[config.mk]
export PLATFORM = sky130hd
export DESIGN_NAME = sc_fifo
export DESIGN_NICKNAME = d
export VERILOG_FILES = /design/src/rtl/sc_fifo_pkg.sv /design/src/rtl/sc_fifo_mem.sv /design/src/rtl/sc_fifo.sv
export SDC_FILE = /design/constraint.sdc
export NUM_CORES = 1
export LEC_CHECK = 0
export BUFFER_PORTS_ARGS = -buffer_cell sky130_fd_sc_hd__buf_2
export CAP_MARGIN = 20
export CORE_AREA = 8 8 91 60
export DETAILED_ROUTE_END_ITERATION = 6
export DIE_AREA = 0 0 99 68
export PLACE_DENSITY = 0.69
export SLEW_MARGIN = 10
export SYNTH_ARGS = -nofsm -noshare
export SYNTH_HDL_FRONTEND = slang
export SYNTH_SLANG_ARGS = --single-unit
[constraint.sdc]
create_clock -name clk -period 2.2 [get_ports clk]
set_clock_uncertainty 0.1 [all_clocks]
set_input_delay 0.22 -clock clk [delete_from_list [all_inputs] [get_ports clk]]
set_output_delay 0.22 -clock clk [all_outputs]
set_load 0.1 [all_outputs]
[src/rtl/sc_fifo_pkg.sv]
// sc_fifo_pkg: default geometry for sc_fifo and the address-width helper.
// Latency: n/a (constants only).
// Backpressure: n/a.
package sc_fifo_pkg;

   localparam int SC_FIFO_DATA_W = 4;
   localparam int SC_FIFO_DEPTH  = 8;
   localparam int SC_FIFO_ADDR_W = $clog2(SC_FIFO_DEPTH);

   // Pointer width for a given depth; depth 1 would give 0 bits, so clamp to 1.
   function automatic int addr_w(input int depth);
      return (depth < 2) ? 1 : $clog2(depth);
   endfunction

endpackage

[src/rtl/sc_fifo_mem.sv]
// sc_fifo_mem: DEPTH x DATA_W storage, synchronous write, asynchronous read.
// Latency: write lands at the rising edge, read data is combinational from the address.
// Backpressure: none; the caller gates i_wr_en. Contents are not reset.
//
// Ports:
//   clk        rising-edge clock for the write port
//   i_wr_en    write strobe
//   i_wr_addr  write address
//   i_wr_dat   write data
//   i_rd_addr  read address
//   o_rd_dat   read data (combinational)
module sc_fifo_mem
   import sc_fifo_pkg::*;
#(
   parameter int DATA_W = SC_FIFO_DATA_W,
   parameter int DEPTH  = SC_FIFO_DEPTH,
   parameter int AW     = addr_w(DEPTH)
) (
   input  logic              clk,
   input  logic              i_wr_en,
   input  logic [AW-1:0]     i_wr_addr,
   input  logic [DATA_W-1:0] i_wr_dat,
   input  logic [AW-1:0]     i_rd_addr,
   output logic [DATA_W-1:0] o_rd_dat
);

   logic [DATA_W-1:0] r_mem [DEPTH];

   always_ff @(posedge clk) begin
      if (i_wr_en) begin
         r_mem[i_wr_addr] <= i_wr_dat;
      end
   end

   assign o_rd_dat = r_mem[i_rd_addr];

endmodule

[src/rtl/sc_fifo.sv]
// sc_fifo: single-clock FIFO with registered read data.
// Latency: data_out updates at the edge that accepts a read (1 cycle after rd).
// Backpressure: writes ignored while full, reads ignored while empty; full/empty are registered-state flags.
//
// Ports:
//   clk, reset_n  clock and asynchronous active-low reset
//   data_in, wr   write data and write request
//   rd            read request
//   data_out      registered read data, holds when no read is accepted
//   full, empty   occupancy flags
//   overflow, underflow  sticky error flags, present only with SC_FIFO_ERR_FLAGS_EN defined
module sc_fifo
   import sc_fifo_pkg::*;
#(
   parameter int DATA_W = SC_FIFO_DATA_W,
   parameter int DEPTH  = SC_FIFO_DEPTH
) (
   input  logic              clk,
   input  logic              reset_n,
   input  logic [DATA_W-1:0] data_in,
   input  logic              rd,
   input  logic              wr,
   output logic [DATA_W-1:0] data_out,
   output logic              full,
   output logic              empty
`ifdef SC_FIFO_ERR_FLAGS_EN
   ,
   output logic              overflow,
   output logic              underflow
`endif
);

   localparam int             AW       = addr_w(DEPTH);
   localparam logic [AW:0]    FULL_CNT = (AW+1)'(DEPTH);

   logic [AW-1:0]     r_wr_ptr;
   logic [AW-1:0]     r_rd_ptr;
   logic [AW:0]       r_count;
   logic [DATA_W-1:0] r_data_out;

   logic              w_wr_acc;
   logic              w_rd_acc;
   logic [DATA_W-1:0] w_rd_dat;

   assign full  = (r_count == FULL_CNT);
   assign empty = (r_count == '0);

   // Acceptance uses the registered flags, so a full FIFO still takes the
   // read of a simultaneous rd/wr and an empty one still takes the write.
   assign w_wr_acc = wr & ~full;
   assign w_rd_acc = rd & ~empty;

   sc_fifo_mem #(
      .DATA_W (DATA_W),
      .DEPTH  (DEPTH),
      .AW     (AW)
   ) u_mem (
      .clk       (clk),
      .i_wr_en   (w_wr_acc),
      .i_wr_addr (r_wr_ptr),
      .i_wr_dat  (data_in),
      .i_rd_addr (r_rd_ptr),
      .o_rd_dat  (w_rd_dat)
   );

   // DEPTH is a power of two, so natural AW-bit overflow is the wrap to 0.
   always_ff @(posedge clk or negedge reset_n) begin
      if (!reset_n) begin
         r_wr_ptr   <= '0;
         r_rd_ptr   <= '0;
         r_count    <= '0;
         r_data_out <= '0;
      end else begin
         if (w_wr_acc) begin
            r_wr_ptr <= r_wr_ptr + 1'b1;
         end
         if (w_rd_acc) begin
            r_rd_ptr   <= r_rd_ptr + 1'b1;
            r_data_out <= w_rd_dat;
         end
         case ({w_wr_acc, w_rd_acc})
            2'b10:   r_count <= r_count + 1'b1;
            2'b01:   r_count <= r_count - 1'b1;
            default: r_count <= r_count;
         endcase
      end
   end

   assign data_out = r_data_out;

`ifdef SC_FIFO_ERR_FLAGS_EN
   logic r_overflow;
   logic r_underflow;

   // Sticky: any rejected request sets its flag, only reset clears it.
   always_ff @(posedge clk or negedge reset_n) begin
      if (!reset_n) begin
         r_overflow  <= 1'b0;
         r_underflow <= 1'b0;
      end else begin
         if (wr && full) begin
            r_overflow <= 1'b1;
         end
         if (rd && empty) begin
            r_underflow <= 1'b1;
         end
      end
   end

   assign overflow  = r_overflow;
   assign underflow = r_underflow;
`endif

endmodule

-- Yosys cells after proc, flatten, opt, wreduce, memory -nomap -nowiden
Memory sizes are Yosys's and may differ from the RTL's. A register that Yosys moved wholly into a read port is not among the register bits.
Cells that the tools add are included.
W data, S select, Z words.
- bits in registers: 10
- memory bits (writable): 32
- bits of input ports: 8
- memories: 1
- $add $sub $neg: 4
- eq/ne operators: 3
- mux-type cells: 3
- bitwise logic cells: 4
- reductions and logical operators: 3
- memory list (name ; depth ; bits a word ; read ports ; clocked after memory_dff ; wr ports ; line ; text):
    u_mem.r_mem ; 8 ; 4 ; 1 ; 1 ; 1 ; sc_fifo_mem.sv:27 ; logic [DATA_W-1:0] r_mem [DEPTH];
- operators with widths (kind ; count):
    $pmux W4 S2 ; 1
    $add A3 B1 Y3 const B ; 2
    $add A4 B1 Y4 const B ; 1
    $eq A4 B4 Y1 const B ; 1
    $logic_not A4 Y1 ; 1
    $sub A4 B1 Y4 const B ; 1
    $and A1 B1 Y1 ; 2
    $eq A2 B1 Y1 const B ; 1
    $eq A2 B2 Y1 const B ; 1
    $mux W1 ; 2
    $not A1 Y1 ; 2
    $reduce_bool A2 Y1 ; 1
    $logic_not A1 Y1 ; 1

-- Depth between registers and ports, before layout
- depth after elaboration: 5
- mapped depth: 9

-- By module
From an unflattened synthesis, not the netlist that was laid out.
- cells, all modules: 132
- area total of the unflattened synthesis: 2057.0 µm²
- modules (own cells, without submodules) (module ; instances ; cells each ; area an instance (µm²) ; sequential area each (µm²)):
    sc_fifo_mem ; 1 ; 59 ; 1290.0 ; 960.9
    sc_fifo ; 1 ; 73 ; 767.0 ; 350.3

-- Worst setup path before layout
Ideal clock, no wire load.
- path kind: register -> register
- start point: reg r_count[1]
- end point: reg r_count[3]
- data arrival time: 4916 ps
- slack: -2932 ps
- stages on the path, launching flop included: 9
- path buffers: 0
- period minus slack after synthesis: 5132 ps
- path through: dfrtp_1 -> nor4_1 -> nand2b_1 -> inv_1 -> ha_1 -> ha_1 -> a21oi_1 -> o21ai_0 -> o311ai_0
- word-level cells in the longest chain between the ends: 5
- ends and longest elaborated chain (element ; line ; text):
    from (decl) ; sc_fifo.sv:38 ; logic [AW:0] r_count;
    from (signal assigned) ; sc_fifo.sv:82 ; 2'b10: r_count <= r_count + 1'b1;
    from (signal assigned) ; sc_fifo.sv:83 ; 2'b01: r_count <= r_count - 1'b1;
    from (signal assigned) ; sc_fifo.sv:84 ; default: r_count <= r_count;
    $logic_not A4 Y1 * ; sc_fifo.sv:46 ; assign empty = (r_count == '0);
    net empty ; sc_fifo.sv:25 ; output logic empty
    $not A1 Y1 * ; sc_fifo.sv:51 ; assign w_rd_acc = rd & ~empty;
    $and A1 B1 Y1 * ; sc_fifo.sv:51 ;
    net w_rd_acc ; sc_fifo.sv:42 ; logic w_rd_acc;
    $eq A2 B1 Y1 or $eq A2 B2 Y1 (tied branches) ; sc_fifo.sv:81 ; case ({w_wr_acc, w_rd_acc})
    $pmux W4 S2 or $reduce_bool A2 Y1 (tied branches) ; - ;
Mark *: on every way through the listed nets, which the timed path passes. The rest lies on a longest branch.
A chain may end at the register's enable or synchronous reset.

-- Final worst setup path
- start point: reg r_count[0]
- end point: reg r_count[3]
- word-level cells in the longest chain between the ends: 5
- ends and longest elaborated chain (element ; line):
    $logic_not A4 Y1 * ; sc_fifo.sv:46
    $not A1 Y1 * ; sc_fifo.sv:51
    $and A1 B1 Y1 * ; sc_fifo.sv:51
    net w_rd_acc ; sc_fifo.sv:42
    $eq A2 B1 Y1 or $eq A2 B2 Y1 (tied branches) ; sc_fifo.sv:81
    $pmux W4 S2 or $reduce_bool A2 Y1 (tied branches) ; -
Marked as above.

==> results_dict.tcl <==
set metrics [dict create \
    run_status "complete, but fails checks" \
    violations "negative setup slack" \
    synth_edf_count 32 \
    p_leak_nw 0.952 \
    antenna_found_initial 0 \
    drv_slew 0 \
    fp.dieH_microns 68 \
    die-width_microns 99 \
    clockBufferDepth 2 \
    cts.sinks 46 \
    wl_per_cell_microns 17.2 \
    htree_num_levels 2 \
    cts_buffers 5 \
    insertion_delay_ns 0.30 \
    ir_drop_mv 0.456 \
    yosysWarnings 0 \
    synth_ff_type "edfxtp_1" \
    synthesis.nets 153 \
    initial_core_util_pct 47.6 \
    synthArstFlopShare_pct 30.4 \
    fin_nets 180 \
    clkTransAtPathRegs_ns 0.08 \
    std_cell_rows 19 \
    synthCells 139 \
    dr.pass1.iters 5 \
    cts-root-buf "clkbuf_8" \
    path_max_fanout 6 \
    crit_path_end_kind "flop" \
    grt_pass1_vias 1096 \
    worstSetupStartpointType "flop" \
    critPathKind "reg -> reg" \
    synth_top_area_share_pct 47.5 \
    grt_use_total_pct 11.7 \
    worst_slew_pin_slew_ns 0.488 \
    final_cell_mix "32 x edfxtp_1, 18 x nand2_1, 17 x mux2i_1" \
    maxCapViolations 0 \
    grt_pass1_wl_mm 5.70 \
    ant_nets 0 \
    p_per_area_nw_per_um2 1490 \
    final_hold_viol_count 0 \
    setup_viol_count_final 1 \
    dp_hpwl_mm 2.58 \
    die_area_sq_um 6730 \
    setup_slack_ns -0.0413 \
    required_ns 2.28 \
    drt_wl_total_mm 3.77 \
    yosysSeqAreaShare_pct 64.8 \
    yosys-top-cells-area "edfxtp_1 47%, dfrtp_1 17%, mux2i_1 8.4%" \
    drtIter0Drc 56 \
    final_util_pct 57.1 \
    place_area_sq_um 2210 \
    fin_total_pwr_w 0.00362 \
    coreArea_sq_um 4260 \
    fin_crit_sh_pct 102 \
    vias 1171 \
    layout_commonest_cell "edfxtp_1" \
    portBuffers 13 \
    grt_max_degree 19 \
    area_delta_synth_final_pct 20.0 \
    slew-limit-headroom_pct 67.7 \
    synth.largest_area_cell "edfxtp_1" \
    placed_cells 205 \
    r2r_setup_slack_ns -0.04 \
    io_pins 14 \
    rsz0062_at_grt "yes" \
    antenna_cells 0 \
    netlist_area_sq_um 2020 \
    max_freq_ghz 0.446 \
    ys_seq_elements 46 \
    hold_ws_ns 0.0927 \
    hold_class "in -> reg" \
    drc 0 \
    syn-mean-instance-area_sq_um 14.6 \
    routed_via_density 5.35 \
    post-route-min-period_ns 2.24 \
    final_area_sq_um 2430 \
    overflow 0 \
    arrival_ns 2.32 \
    layoutNonFillerInstCount 219 \
    ys_types 27 \
    drive_gt1_share_pct 31.1 \
    cts_tree "done" \
    gp_routability_congestion 0.790 \
]
==> cells by family (layout without fill, tap and decap cells) <==
kind of cell	after synthesis	after routing	share of synthesized area, %
xor gates and xnor gates	5	5	2.16
adders and majority gates	6	6	4.08
muxes	21	21	12.9
AOI/OAI and AO/OA	10	10	3.52
DFF	46	46	64.8
buffers and inverters	12	40	3.59
and+or+nand+nor	39	39	9.02
==> where the power goes <==
group          switching [W]  leakage, nW  total (W)  internal [W]
clock network       0.000284       0.0658   0.000733      0.000449
registers           0.000197        0.455    0.00135       0.00116
logic               0.000933        0.431    0.00154      0.000605
==> layout make-up <==
| type | count | area (sq um) |
|---|---|---|
| fill | 318 | 1830 |
| sequential | 46 | 1320 |
| multi-input combinational | 81 | 731 |
| timing repair buffer | 25 | 158 |
| clock buffer | 5 | 68.8 |
| tap | 52 | 65.1 |
| clock inverter | 3 | 63.8 |
| inverter | 7 | 28.8 |
==> critical path: stages (launching register included) <==
cell	delay, ns
dfrtp_1	0.45
nor4_4	0.32
nand2b_4	0.19
inv_4	0.05
ha_4	0.19
ha_4	0.28
a21oi_4	0.06
nor4_2	0.23
nand4b_1	0.15
o311ai_2	0.10
==> through the flow <==
stage               worst slack, ns  setup TNS (ns)
detailed placement        -0.000806       -0.000806
finish                      -0.0413         -0.0413
CTS                         0.00145               0
global route                 -0.118          -0.118
floorplan                    -0.861           -3.67
global placement             0.0720               0
==> final timing paths <==
| kind | start | cells past startpoint | endpoint |
|---|---|---|---|
| min in group asynchronous | reset_n | 2 | r_rd_ptr[0]$_DFFE_PN0P_ |
| setup / recovery | r_count[0]$_DFFE_PN0P_ | 9 | r_count[3]$_DFFE_PN0P_ |
| setup reg to reg | r_count[0]$_DFFE_PN0P_ | 9 | r_count[3]$_DFFE_PN0P_ |
| hold / removal | data_in[2] | 1 | u_mem.r_mem[3][2]$_DFFE_PP_ |
| hold reg to reg | data_out[3]$_DFFE_PN0P_ | 2 | data_out[3]$_DFFE_PN0P_ |
| max in group asynchronous | reset_n | 2 | r_count[2]$_DFFE_PN0P_ |
==> synthesized netlist by cell type (2+ instances only) <==
library cell and n:
nor3_1 4, edfxtp_1 32, mux2i_1 17, nor2_1 6, mux4_2 4, clkbuf_1 2, dfrtp_1 14, nand2_1 18
inv_1 7, xnor2_1 4, ha_1 5, o21ai_0 3, nand2b_1 5, o21ai_2 4, nor4_1 2
==> sequential cells by signal, summed over array words and instances, names as in the netlist <==
register and flops:
u_mem.r_mem 32, r_count 4, data_out 4, r_wr_ptr 3, r_rd_ptr 3
==> per-layer routing <==
layer  vias up  global-route usage [%]  part of all wire, %
li1        560                       -                    -
met5         -                       0                    0
met3         7                    3.65                  5.5
met2        28                    16.1                   45
met4         0                    7.40                  1.6
met1       576                    15.8                   48
==> timing repair <==
action	CTS	global route
endpoints found under the setup margin	0	2
hold buffers	1	0
hold endpoints to repair	14	0
setup buffers	0	5
gates resized for setup	0	7
Note: power is estimated with default switching activity, not from simulation.
